<file path="src/rtl/quadram_arbiter.sv">
`default_nettype none
// ============================================================================
//  Module   : quadram_arbiter
//  Purpose  : Two-requester arbiter for one quadram port (byte-lane write
//             enables, synchronous read, 1-cycle read latency). Requester 0
//             is the host/SPI load-unload path, requester 1 is the subsurf
//             engine. Round-robin between the two, with a burst lock that
//             lets the current owner keep the port. A locked owner is forced
//             to rotate after MAX_BURST grants if the other side is waiting.
//  Ports    : clk, rstb (async, active low)
//             rX_req/lock/we/addr/wdata in; rX_gnt (combinational),
//             rX_rvalid/rX_rdata read return; ram_en/we/addr/din out,
//             ram_dout in; owner = side granted last.
//  Options  : `define QUADRAM_ARB_STATS_EN adds r0_stall_cnt/r1_stall_cnt,
//             16-bit saturating counts of requested-but-not-granted cycles.
//  Revision : 1.0 - initial release
// ============================================================================
module quadram_arbiter #(
    parameter int ADDR_WIDTH = 11,
    parameter int DATA_WIDTH = 32,
    parameter int MAX_BURST  = 16
) (
    input  logic                    clk,
    input  logic                    rstb,
    input  logic                    r0_req,
    input  logic                    r0_lock,
    input  logic [DATA_WIDTH/8-1:0] r0_we,
    input  logic [ADDR_WIDTH-1:0]   r0_addr,
    input  logic [DATA_WIDTH-1:0]   r0_wdata,
    output logic                    r0_gnt,
    output logic                    r0_rvalid,
    output logic [DATA_WIDTH-1:0]   r0_rdata,
    input  logic                    r1_req,
    input  logic                    r1_lock,
    input  logic [DATA_WIDTH/8-1:0] r1_we,
    input  logic [ADDR_WIDTH-1:0]   r1_addr,
    input  logic [DATA_WIDTH-1:0]   r1_wdata,
    output logic                    r1_gnt,
    output logic                    r1_rvalid,
    output logic [DATA_WIDTH-1:0]   r1_rdata,
    output logic                    ram_en,
    output logic [DATA_WIDTH/8-1:0] ram_we,
    output logic [ADDR_WIDTH-1:0]   ram_addr,
    output logic [DATA_WIDTH-1:0]   ram_din,
    input  logic [DATA_WIDTH-1:0]   ram_dout,
`ifdef QUADRAM_ARB_STATS_EN
    output logic [15:0]             r0_stall_cnt,
    output logic [15:0]             r1_stall_cnt,
`endif
    output logic                    owner
);

    localparam int c_BE_WIDTH  = DATA_WIDTH / 8;
    localparam int c_CNT_WIDTH = (MAX_BURST > 1) ? $clog2(MAX_BURST) : 1;
    localparam logic [c_CNT_WIDTH-1:0] c_BURST_LAST = c_CNT_WIDTH'(MAX_BURST - 1);

    logic                   r_owner;
    logic                   r_lock_held;
    logic [c_CNT_WIDTH-1:0] r_burst_cnt;
    logic                   r_rvalid0;
    logic                   r_rvalid1;
    logic [DATA_WIDTH-1:0]  r_rdata_hold0;
    logic [DATA_WIDTH-1:0]  r_rdata_hold1;

    logic                   w_holder_req;
    logic                   w_other_req;
    logic                   w_gnt0;
    logic                   w_gnt1;
    logic                   w_any;
    logic                   w_win;
    logic                   w_win_lock;

    // While locked, r_owner is the lock holder.
    assign w_holder_req = r_owner ? r1_req : r0_req;
    assign w_other_req  = r_owner ? r0_req : r1_req;

    always_comb begin
        w_gnt0 = 1'b0;
        w_gnt1 = 1'b0;
        if (r_lock_held && w_holder_req) begin
            // Holder keeps the port unless its burst is exhausted and the
            // other side is waiting.
            if ((r_burst_cnt == c_BURST_LAST) && w_other_req) begin
                w_gnt0 = r_owner;
                w_gnt1 = !r_owner;
            end else begin
                w_gnt0 = !r_owner;
                w_gnt1 = r_owner;
            end
        end else if (r0_req && !r1_req) begin
            w_gnt0 = 1'b1;
        end else if (r1_req && !r0_req) begin
            w_gnt1 = 1'b1;
        end else if (r0_req && r1_req) begin
            w_gnt0 = r_owner;
            w_gnt1 = !r_owner;
        end
    end

    assign w_any      = w_gnt0 | w_gnt1;
    assign w_win      = w_gnt1;
    assign w_win_lock = w_gnt1 ? r1_lock : (w_gnt0 & r0_lock);

    always_comb begin
        ram_we   = '0;
        ram_addr = '0;
        ram_din  = '0;
        if (w_gnt0) begin
            ram_we   = r0_we;
            ram_addr = r0_addr;
            ram_din  = r0_wdata;
        end else if (w_gnt1) begin
            ram_we   = r1_we;
            ram_addr = r1_addr;
            ram_din  = r1_wdata;
        end
    end

    assign ram_en = w_any;
    assign r0_gnt = w_gnt0;
    assign r1_gnt = w_gnt1;
    assign owner  = r_owner;

    always_ff @(posedge clk or negedge rstb) begin
        if (!rstb) begin
            r_owner       <= 1'b1;
            r_lock_held   <= 1'b0;
            r_burst_cnt   <= '0;
            r_rvalid0     <= 1'b0;
            r_rvalid1     <= 1'b0;
            r_rdata_hold0 <= '0;
            r_rdata_hold1 <= '0;
        end else begin
            if (w_any) begin
                r_owner     <= w_win;
                r_lock_held <= w_win_lock;
                if ((w_win != r_owner) || !w_win_lock) begin
                    r_burst_cnt <= '0;
                end else if (r_burst_cnt != c_BURST_LAST) begin
                    r_burst_cnt <= r_burst_cnt + 1'b1;
                end
            end else begin
                r_lock_held <= 1'b0;
                r_burst_cnt <= '0;
            end
            r_rvalid0 <= w_gnt0 && (r0_we == {c_BE_WIDTH{1'b0}});
            r_rvalid1 <= w_gnt1 && (r1_we == {c_BE_WIDTH{1'b0}});
            if (r_rvalid0) begin
                r_rdata_hold0 <= ram_dout;
            end
            if (r_rvalid1) begin
                r_rdata_hold1 <= ram_dout;
            end
        end
    end

    // The quadram presents read data in the cycle after the address, which
    // is exactly the rvalid cycle, so rdata passes ram_dout straight through
    // while valid and otherwise shows the last value returned.
    assign r0_rdata = r_rvalid0 ? ram_dout : r_rdata_hold0;
    assign r1_rdata = r_rvalid1 ? ram_dout : r_rdata_hold1;
    assign r0_rvalid = r_rvalid0;
    assign r1_rvalid = r_rvalid1;

`ifdef QUADRAM_ARB_STATS_EN
    logic [15:0] r_stall0;
    logic [15:0] r_stall1;

    always_ff @(posedge clk or negedge rstb) begin
        if (!rstb) begin
            r_stall0 <= '0;
            r_stall1 <= '0;
        end else begin
            if (r0_req && !w_gnt0 && (r_stall0 != 16'hFFFF)) begin
                r_stall0 <= r_stall0 + 16'd1;
            end
            if (r1_req && !w_gnt1 && (r_stall1 != 16'hFFFF)) begin
                r_stall1 <= r_stall1 + 16'd1;
            end
        end
    end

    assign r0_stall_cnt = r_stall0;
    assign r1_stall_cnt = r_stall1;
`endif

endmodule
`default_nettype wire

</file>
<file path="config.mk">
export PLATFORM = sky130hd
export DESIGN_NAME = quadram_arbiter
export DESIGN_NICKNAME = d
export VERILOG_FILES = /design/src/rtl/quadram_arbiter.sv
export SDC_FILE = /design/constraint.sdc
export NUM_CORES = 1
export LEC_CHECK = 0
export CORE_MARGIN = 2
export CORE_UTILIZATION = 30
export CTS_CLUSTER_SIZE = 14
export DETAILED_ROUTE_END_ITERATION = 16
export GPL_TIMING_DRIVEN = 0
export PLACE_DENSITY = 0.82
export REMOVE_ABC_BUFFERS = 1
export SLEW_MARGIN = 20
export SYNTH_ARGS = -nofsm -noshare
export SYNTH_HDL_FRONTEND = slang
export SYNTH_SLANG_ARGS = --single-unit
</file>
<file path="constraint.sdc">
create_clock -name clk -period 1.9 [get_ports clk]
set_clock_uncertainty 0.15 [all_clocks]
set_input_delay 0.285 -clock clk [delete_from_list [all_inputs] [get_ports clk]]
set_output_delay 0.285 -clock clk [all_outputs]
set_load 0.01 [all_outputs]
</file>
==> results of run 1 <==
==> sequential cells by signal (all words and copies together), names as in the netlist <==
register	cells
owner	1
r0_rvalid	1
r1_rvalid	1
r_burst_cnt	4
r_lock_held	1
r_rdata_hold0	32
r_rdata_hold1	32
==> metrics by stage <==
stage / hold slack (ns) / setup TNS (ns)
final: 0.2827 / -36.21
after global routing: 0.2965 / -41.52
after CTS: 0.2800 / -51.90
after detailed placement: 0.08122 / -81.56
after global placement: 0.3294 / -268.79
after floorplan: -0.1606 / -28.70
==> synth_stat cells <==
cell and n:
nor2_4 2, nor3_1 6, nand2b_1 2, xnor2_1 1, o21ai_1 2, o22ai_1 1, o221ai_1 1, or4_1 2
a22o_1 47, and3_1 2, mux2i_4 2, mux2_2 65, dfstp_2 1, nand4_1 1, inv_1 2, nand3_1 4
nand2_1 3, or2_2 1, nor4_2 1, buf_6 6, clkbuf_1 3, buf_2 7, buf_1 6, buf_4 1
mux2i_1 3, a21oi_1 1, nand4b_1 1, ha_1 1, nand3b_1 3, dfrtp_1 71, o21ai_0 3, nor2_1 1
==> routing by layer <==
metal / routed length, um / vias up / global-route usage
li1: - / 1574 / -
met1: 5378 / 1724 / 0.2250
met2: 7752 / 200 / 0.3939
met3: 1020 / 36 / 0.06288
met4: 792 / 0 / 0.1242
met5: 0 / - / 0
==> final timing paths <==
| kind | to | slack, ns | cells past startpoint |
|---|---|---|---|
| worst max register to register | r_burst_cnt[3] | 0.01 | 5 |
| worst min register to register | r_rdata_hold1[26] | 0.34 | 1 |
| min in group clk | owner | 0.29 | 3 |
| worst min-delay path | r_rdata_hold1[9] | 0.28 | 2 |
| max in group asynchronous | r_rdata_hold1[0] | 0.75 | 3 |
| worst max-delay path | ram_din[14] | -0.66 | 8 |
==> kinds of logic (layout without fill, tap and decap cells) <==
kind of cell,Yosys count,count (layout)
xor gates and xnor gates,1,1
DFF,72,72
other,0,1
adders and majority gates,1,1
buffers and inverters,25,334
and+or+nand+nor,29,35
muxes,70,70
AOI/OAI and AO/OA,55,55
==> power by group through the flow <==
stage / combinational (mW) / clock, mW / sequential, mW
5_1_grt: 2.80 / 1.78 / 2.07
4_1_cts: 2.65 / 1.70 / 2.04
2_1_floorplan: 0.950 / 0 / 2.02
3_3_place_gp: 2.38 / 0 / 2.04
3_5_place_dp: 2.45 / 0 / 2.06
6_report: 2.65 / 1.67 / 2.04
==> timing repair <==
action                                  in CTS  in global routing
pin swaps                                   36                 23
setup buffers                               27                 31
gates resized for setup                    368                135
endpoints found under the setup margin     121                122
hold buffers                                 1                  0
cloned                                       7                  8
endpoints found under the hold margin       27                  0
==> final cells by class <==
cell class | instances | area (um^2) | share of cell area
Antenna cell | 1 | 2.502 | 0.0003540
Clock buffer | 11 | 242.7 | 0.03434
Clock inverter | 5 | 56.30 | 0.007966
Inverter | 2 | 7.507 | 0.001062
Multi-Input combinational cell | 162 | 1672 | 0.2365
Sequential cell | 72 | 1810 | 0.2562
Tap cell | 143 | 178.9 | 0.02531
Timing Repair Buffer | 316 | 3098 | 0.4383
==> layout by cell type, fill, tap and decap left out, drive strengths merged <==
master,instances
nand2b,2
clkbuf,59
dlygate4sd3,1
nand3b,3
mux2,65
dfrtp,71
dfstp,1
clkinv,3
a21oi,1
inv,2
and3,2
nand3,4
o221ai,1
nor2,9
a22o,47
o21ai,5
ha,1
or4,2
buf,134
nor3,6
nand4b,1
bufinv,1
diode,1
xnor2,1
nand4,1
o22ai,1
or2,1
clkinvlp,1
nand2,3
clkdlybuf4s50,129
dlymetal6s2s,4
mux2i,5
nor4,1
==> flow_summary_export.csv, run 1 <==
group,metric,value,unit
place,pre_cts_slack,-1.550,ns
synth,avgSynthCellArea,13.53,um^2
grt,grt_overflow,0,
critical_path,worstSetupStartpoint,"r_burst_cnt[0]",
critical_path,path_class,"register to output pin",
clock_network,cts_htree_levels,3,
layout,design_area,7068,um^2
synth,yosys_warnings,0,
drt,drt_iter0_drc,105,
clock_network,cts_sinks,72,
clock_network,insertion_delay,0.32,ns
drt,postRouteAntennaNets,0,
floorplanning,dieArea,12280,um^2
sta,period_minus_slack,2.561,ns
drt,wl_per_cell,20.99,um
drt,vias,3534,
clock_network,cts_tree,"yes",
grt,track_usage,0.2182,
clock_network,cts_buffers,9,
sta,slew-limit-headroom,0.5641,
power,pwr-share-comb,0.417,
grt,grt_pass1_vias,3620,
critical_path,crit_path_frequent_cell,"buf_6",
synth,syn_inst,253,
critical_path,crit_buf_inv,3,
sta,setup_viol,93,
synth,synth_top_area_cell,"dfrtp_1",
power,ir_worst_vdd,0.6100,mV
power,pwr_density_cell,899.9,nW/um^2
synth,synth_compound_area_frac,0.1334,
power,internal_power,4.488,mW
critical_path,cp-end-kind,"output pin",
power,swShare,0.2944,
sta,final_max_slew_viol_count,0,
sta,worst_pin_slew,0.6470,ns
clock_network,cts_root_buf,"clkbuf_16",
synth,synthAdderAreaFrac,0.003655,
synth,synth_cell_types,32,
power,finalPower,6.360,mW
power,p_switching,1.872,mW
critical_path,cpMaxStageDelayCell,"dfrtp_1",
critical_path,slowest_delay,0.39,ns
sta,rsz0062_at_grt,"yes",
drt,drc_errors,0,
grt,antenna_found_initial,1,
place,hpwl,9.872,mm
place,portBuffers,248,
floorplanning,core,11270,um^2
worst_hold_path,hp-class,"input pin to asynchronous set/reset pin",
status,violations,"setup timing",
status,status,"finished with violations",
power,p_leak,3.307,nW
synth,synthMuxAreaShare,0.2357,
place,place_inst,624,
power,power_frac_seq,0.320,
sta,finalCritPeriodShare,1.348,
layout,nNetsFinal,696,
critical_path,path_max_fanout,6,
floorplanning,dieHeight,110.8,um
grt,grt_pass1_wl,20.55,mm
layout,fin_cells,712,
place,gp_congestion,0.8208,
synth,yosys-top-cells-area,"dfrtp_1 (52%), mux2_2 (21%), a22o_1 (12%)",
critical_path,arrival,2.13,ns
layout,final_util,0.6270,
floorplanning,num_rows,39,
synth,seq_area_frac_synth,0.5267,
critical_path,worst_setup_path_start_kind,"register",
synth,yosys.area.top_type_share,0.5190,
grt,grt_max_degree,45,
clock_network,clock_path_buffers,2,
drt,dr.pass1.iters,4,
critical_path,r2r-start,"owner",
synth,synth_top_family_by_area,"multiplexers",
synth,synthXorXnorAreaFrac,0.002558,
layout,syn2layout_area_growth,106.5,%
critical_path,critical-path-top-delay-family,"buffers and inverters",
power,p_clk_frac,0.263,
job,cap_violations,0,
clock_network,path_clk_slew,0.06,ns
critical_path,cp.required,1.46,ns
place,detailed_place.area,6016,um^2
synth,ys_ff_latch,72,
floorplanning,io_pins,249,
sta,fmax,0.3904,GHz
layout,drive_gt1_frac,0.5018,
sta,layout_setup_ws,-0.6613,ns
floorplanning,die_w,110.8,um
drt,viasPerCell,4.963,
sta,hold_viol,0,
drt,drt_wl_total,14.94,mm
layout,fill_cells,899,
synth,syn_area,3423,um^2
critical_path,path_cells,"ha_4 > and3_4 > mux2i_4 > buf_6 > nor2_4 > buf_6 > a22o_1 > buf_6",
floorplanning,initial_core_util,0.3037,
synth,yosys.area_share.simple,0.05373,
(Power assumes the default switching activity.)
==> run 2: changes to the inputs <==
Settings changed: SLEW_MARGIN 20 to unset.
==> run 2 against run 1 <==
  * The run still ends with setup timing left
  * Final cell count increased by 2.1%
  * Count of clock-buffer cells in the layout unchanged
  * Global-route usage increased by 3.4 points
  * Worst hold slack improved by 0.053 ns
  * Critical path depth unchanged
  * Routed wire length increased by 6.4%
  * Sequential share of layout area decreased by 1.3 points
  * Die area unchanged
  * Register-to-register slack about the same
  * Utilization increased by 3.5 points
==> flow_summary_export.csv, run 2 (synthesis gave the netlist of run 1 again) <==
group,metric,value,unit
drt,drt_iter0_drc,146,
drt,drt_wl_total,15.90,mm
sta,period_minus_slack,2.585,ns
power,swShare,0.2888,
grt,grt_max_degree,73,
clock_network,cts_sinks,72,
grt,grt_pass1_vias,3972,
grt,grt_overflow,0,
critical_path,cp.required,1.46,ns
clock_network,cts_root_buf,"clkbuf_16",
power,ir_worst_vdd,0.7149,mV
layout,final_util,0.6619,
sta,finalCritPeriodShare,1.360,
clock_network,insertion_delay,0.33,ns
layout,largestRegisters,"r_rdata_hold0: 32 flops, r_rdata_hold1: 32 flops, r_burst_cnt: 4 flops",
sta,slew-limit-headroom,0.3947,
floorplanning,num_rows,39,
job,cap_violations,0,
critical_path,worst_setup_path_start_kind,"register",
critical_path,crit_end,"ram_addr[1]",
floorplanning,initial_core_util,0.3037,
sta,fmax,0.3869,GHz
layout,fin_cells,727,
status,status,"finished with violations",
grt,grt_pass1_wl,23.51,mm
floorplanning,dieArea,12280,um^2
place,detailed_place.area,5941,um^2
power,power_frac_seq,0.303,
layout,drive_gt1_frac,0.5163,
critical_path,cp-end-kind,"output pin",
layout,final_cell_mix,"clkdlybuf4s50_1 (129), buf_6 (126), dfrtp_1 (69)",
place,gp_congestion,0.8208,
critical_path,r2r_end,"r_burst_cnt[1]",
critical_path,path_max_fanout,8,
floorplanning,core,11270,um^2
drt,vias,3591,
power,pwr_density_cell,905.5,nW/um^2
critical_path,arrival,2.15,ns
status,violations,"setup timing",
clock_network,clock_path_buffers,2,
critical_path,r2r-start,"r_burst_cnt[1]",
floorplanning,die_w,110.8,um
worst_hold_path,hold_depth,3,
drt,dr.pass1.iters,4,
place,portBuffers,248,
clock_network,cts_buffers,9,
place,place_inst,621,
drt,viasPerCell,4.939,
layout,mostFrequentLayoutCell,"clkdlybuf4s50_1",
power,pwr-share-comb,0.449,
clock_network,path_clk_slew,0.06,ns
sta,setup_viol,110,
place,hpwl,9.628,mm
drt,wl_per_cell,21.87,um
grt,antenna_found_initial,1,
power,p_switching,1.951,mW
worst_hold_path,hp-class,"input pin to register",
clock_network,cts_tree,"yes",
sta,worst_pin_slew,0.9079,ns
sta,hold_viol,0,
power,p_clk_frac,0.248,
critical_path,worstSetupStartpoint,"r_burst_cnt[1]",
sta,rsz0062_at_grt,"yes",
drt,drc_errors,0,
critical_path,r2r_slack,0.02,ns
sta,layout_setup_ws,-0.6845,ns
power,internal_power,4.804,mW
sta,final_max_slew_viol_count,0,
clock_network,cts_htree_levels,3,
layout,fill_cells,818,
critical_path,reg2regPathDepth,6,
grt,track_usage,0.2524,
drt,postRouteAntennaNets,0,
power,p_leak,3.416,nW
power,finalPower,6.756,mW
layout,nNetsFinal,711,
floorplanning,dieHeight,110.8,um
critical_path,path_class,"register to output pin",
layout,syn2layout_area_growth,117.9,%
floorplanning,io_pins,249,
layout,design_area,7461,um^2
-- run 2: cell count changes in the layout (fill, tap and decap cells not counted), moves of 4 or more --
cell | before | now
clkbuf_2 | 42 | 0
dlymetal6s2s_1 | 4 | 0
clkbuf_16 | 15 | 9
mux2_2 | 46 | 40
mux2_4 | 19 | 25
buf_6 | 62 | 126
buf_4 | 30 | 24
-- run 2: final cells by class --
cell class	count	area, um^2	area share
sequential	72	1810	0.2427
tap	143	178.9	0.02398
multi-input combinational	162	1700	0.2279
inverter	2	7.507	0.001006
timing repair buffer	331	3462	0.4640
antenna	1	2.502	0.0003354
clock inverter	5	56.30	0.007547
clock buffer	11	242.7	0.03253
-- run 2: worst min-delay path by stage --
stage | startpoint | to
final | r0_req | r0_rvalid
after global routing | r0_req | r0_rvalid
after CTS | r0_req | r0_rvalid
after detailed placement | rstb | r_rdata_hold1[9]
after global placement | r_rdata_hold1[14] | r_rdata_hold1[14]
after floorplan | rstb | r0_rvalid
-- run 2: per-layer routing --
metal | share of wire | wire [um] | up-vias | GRT usage
met2 | 0.52 | 8276 | 190 | 0.4519
met1 | 0.35 | 5487 | 1748 | 0.2548
met3 | 0.073 | 1155 | 43 | 0.07545
met5 | 0 | 0 | - | 0
met4 | 0.062 | 983 | 0 | 0.1600
li1 | - | - | 1610 | -
-- run 2: power groups by stage --
stage	Sequential (mW)	Clock, mW	Combinational (mW)
after floorplan	2.02	0	0.950
after global placement	2.04	0	2.38
after detailed placement	2.07	0	2.44
after CTS	2.04	1.70	2.87
after global routing	2.08	1.78	3.19
final	2.04	1.68	3.04
-- run 2: repair_timing --
item	4_1_cts	5_1_grt
endpoints found under the setup margin	121	115
pin swaps	46	2
endpoints found under the hold margin	71	0
gates cloned	13	0
hold buffers	1	0
buffers inserted	66	21
resized for setup	628	50
-- run 2: metrics by stage --
step	hold WS, ns	TNS, ns	setup slack, ns
floorplan	-0.1606	-28.70	-0.5980
global placement	0.3294	-268.79	-1.844
detailed placement	0.3183	-94.54	-1.543
CTS	0.3036	-40.13	-0.6642
global route	0.3435	-45.37	-0.7389
finish	0.3357	-40.06	-0.6845
-- run 2: worst max-delay path, cell delays in order, from the launching register on --
cell and delay [ns]:
dfrtp_1 0.39, ha_4 0.16, and3_4 0.26, mux2i_4 0.32, buf_6 0.14, nor2_4 0.04
buf_6 0.14, a22o_1 0.23, buf_2 0.15
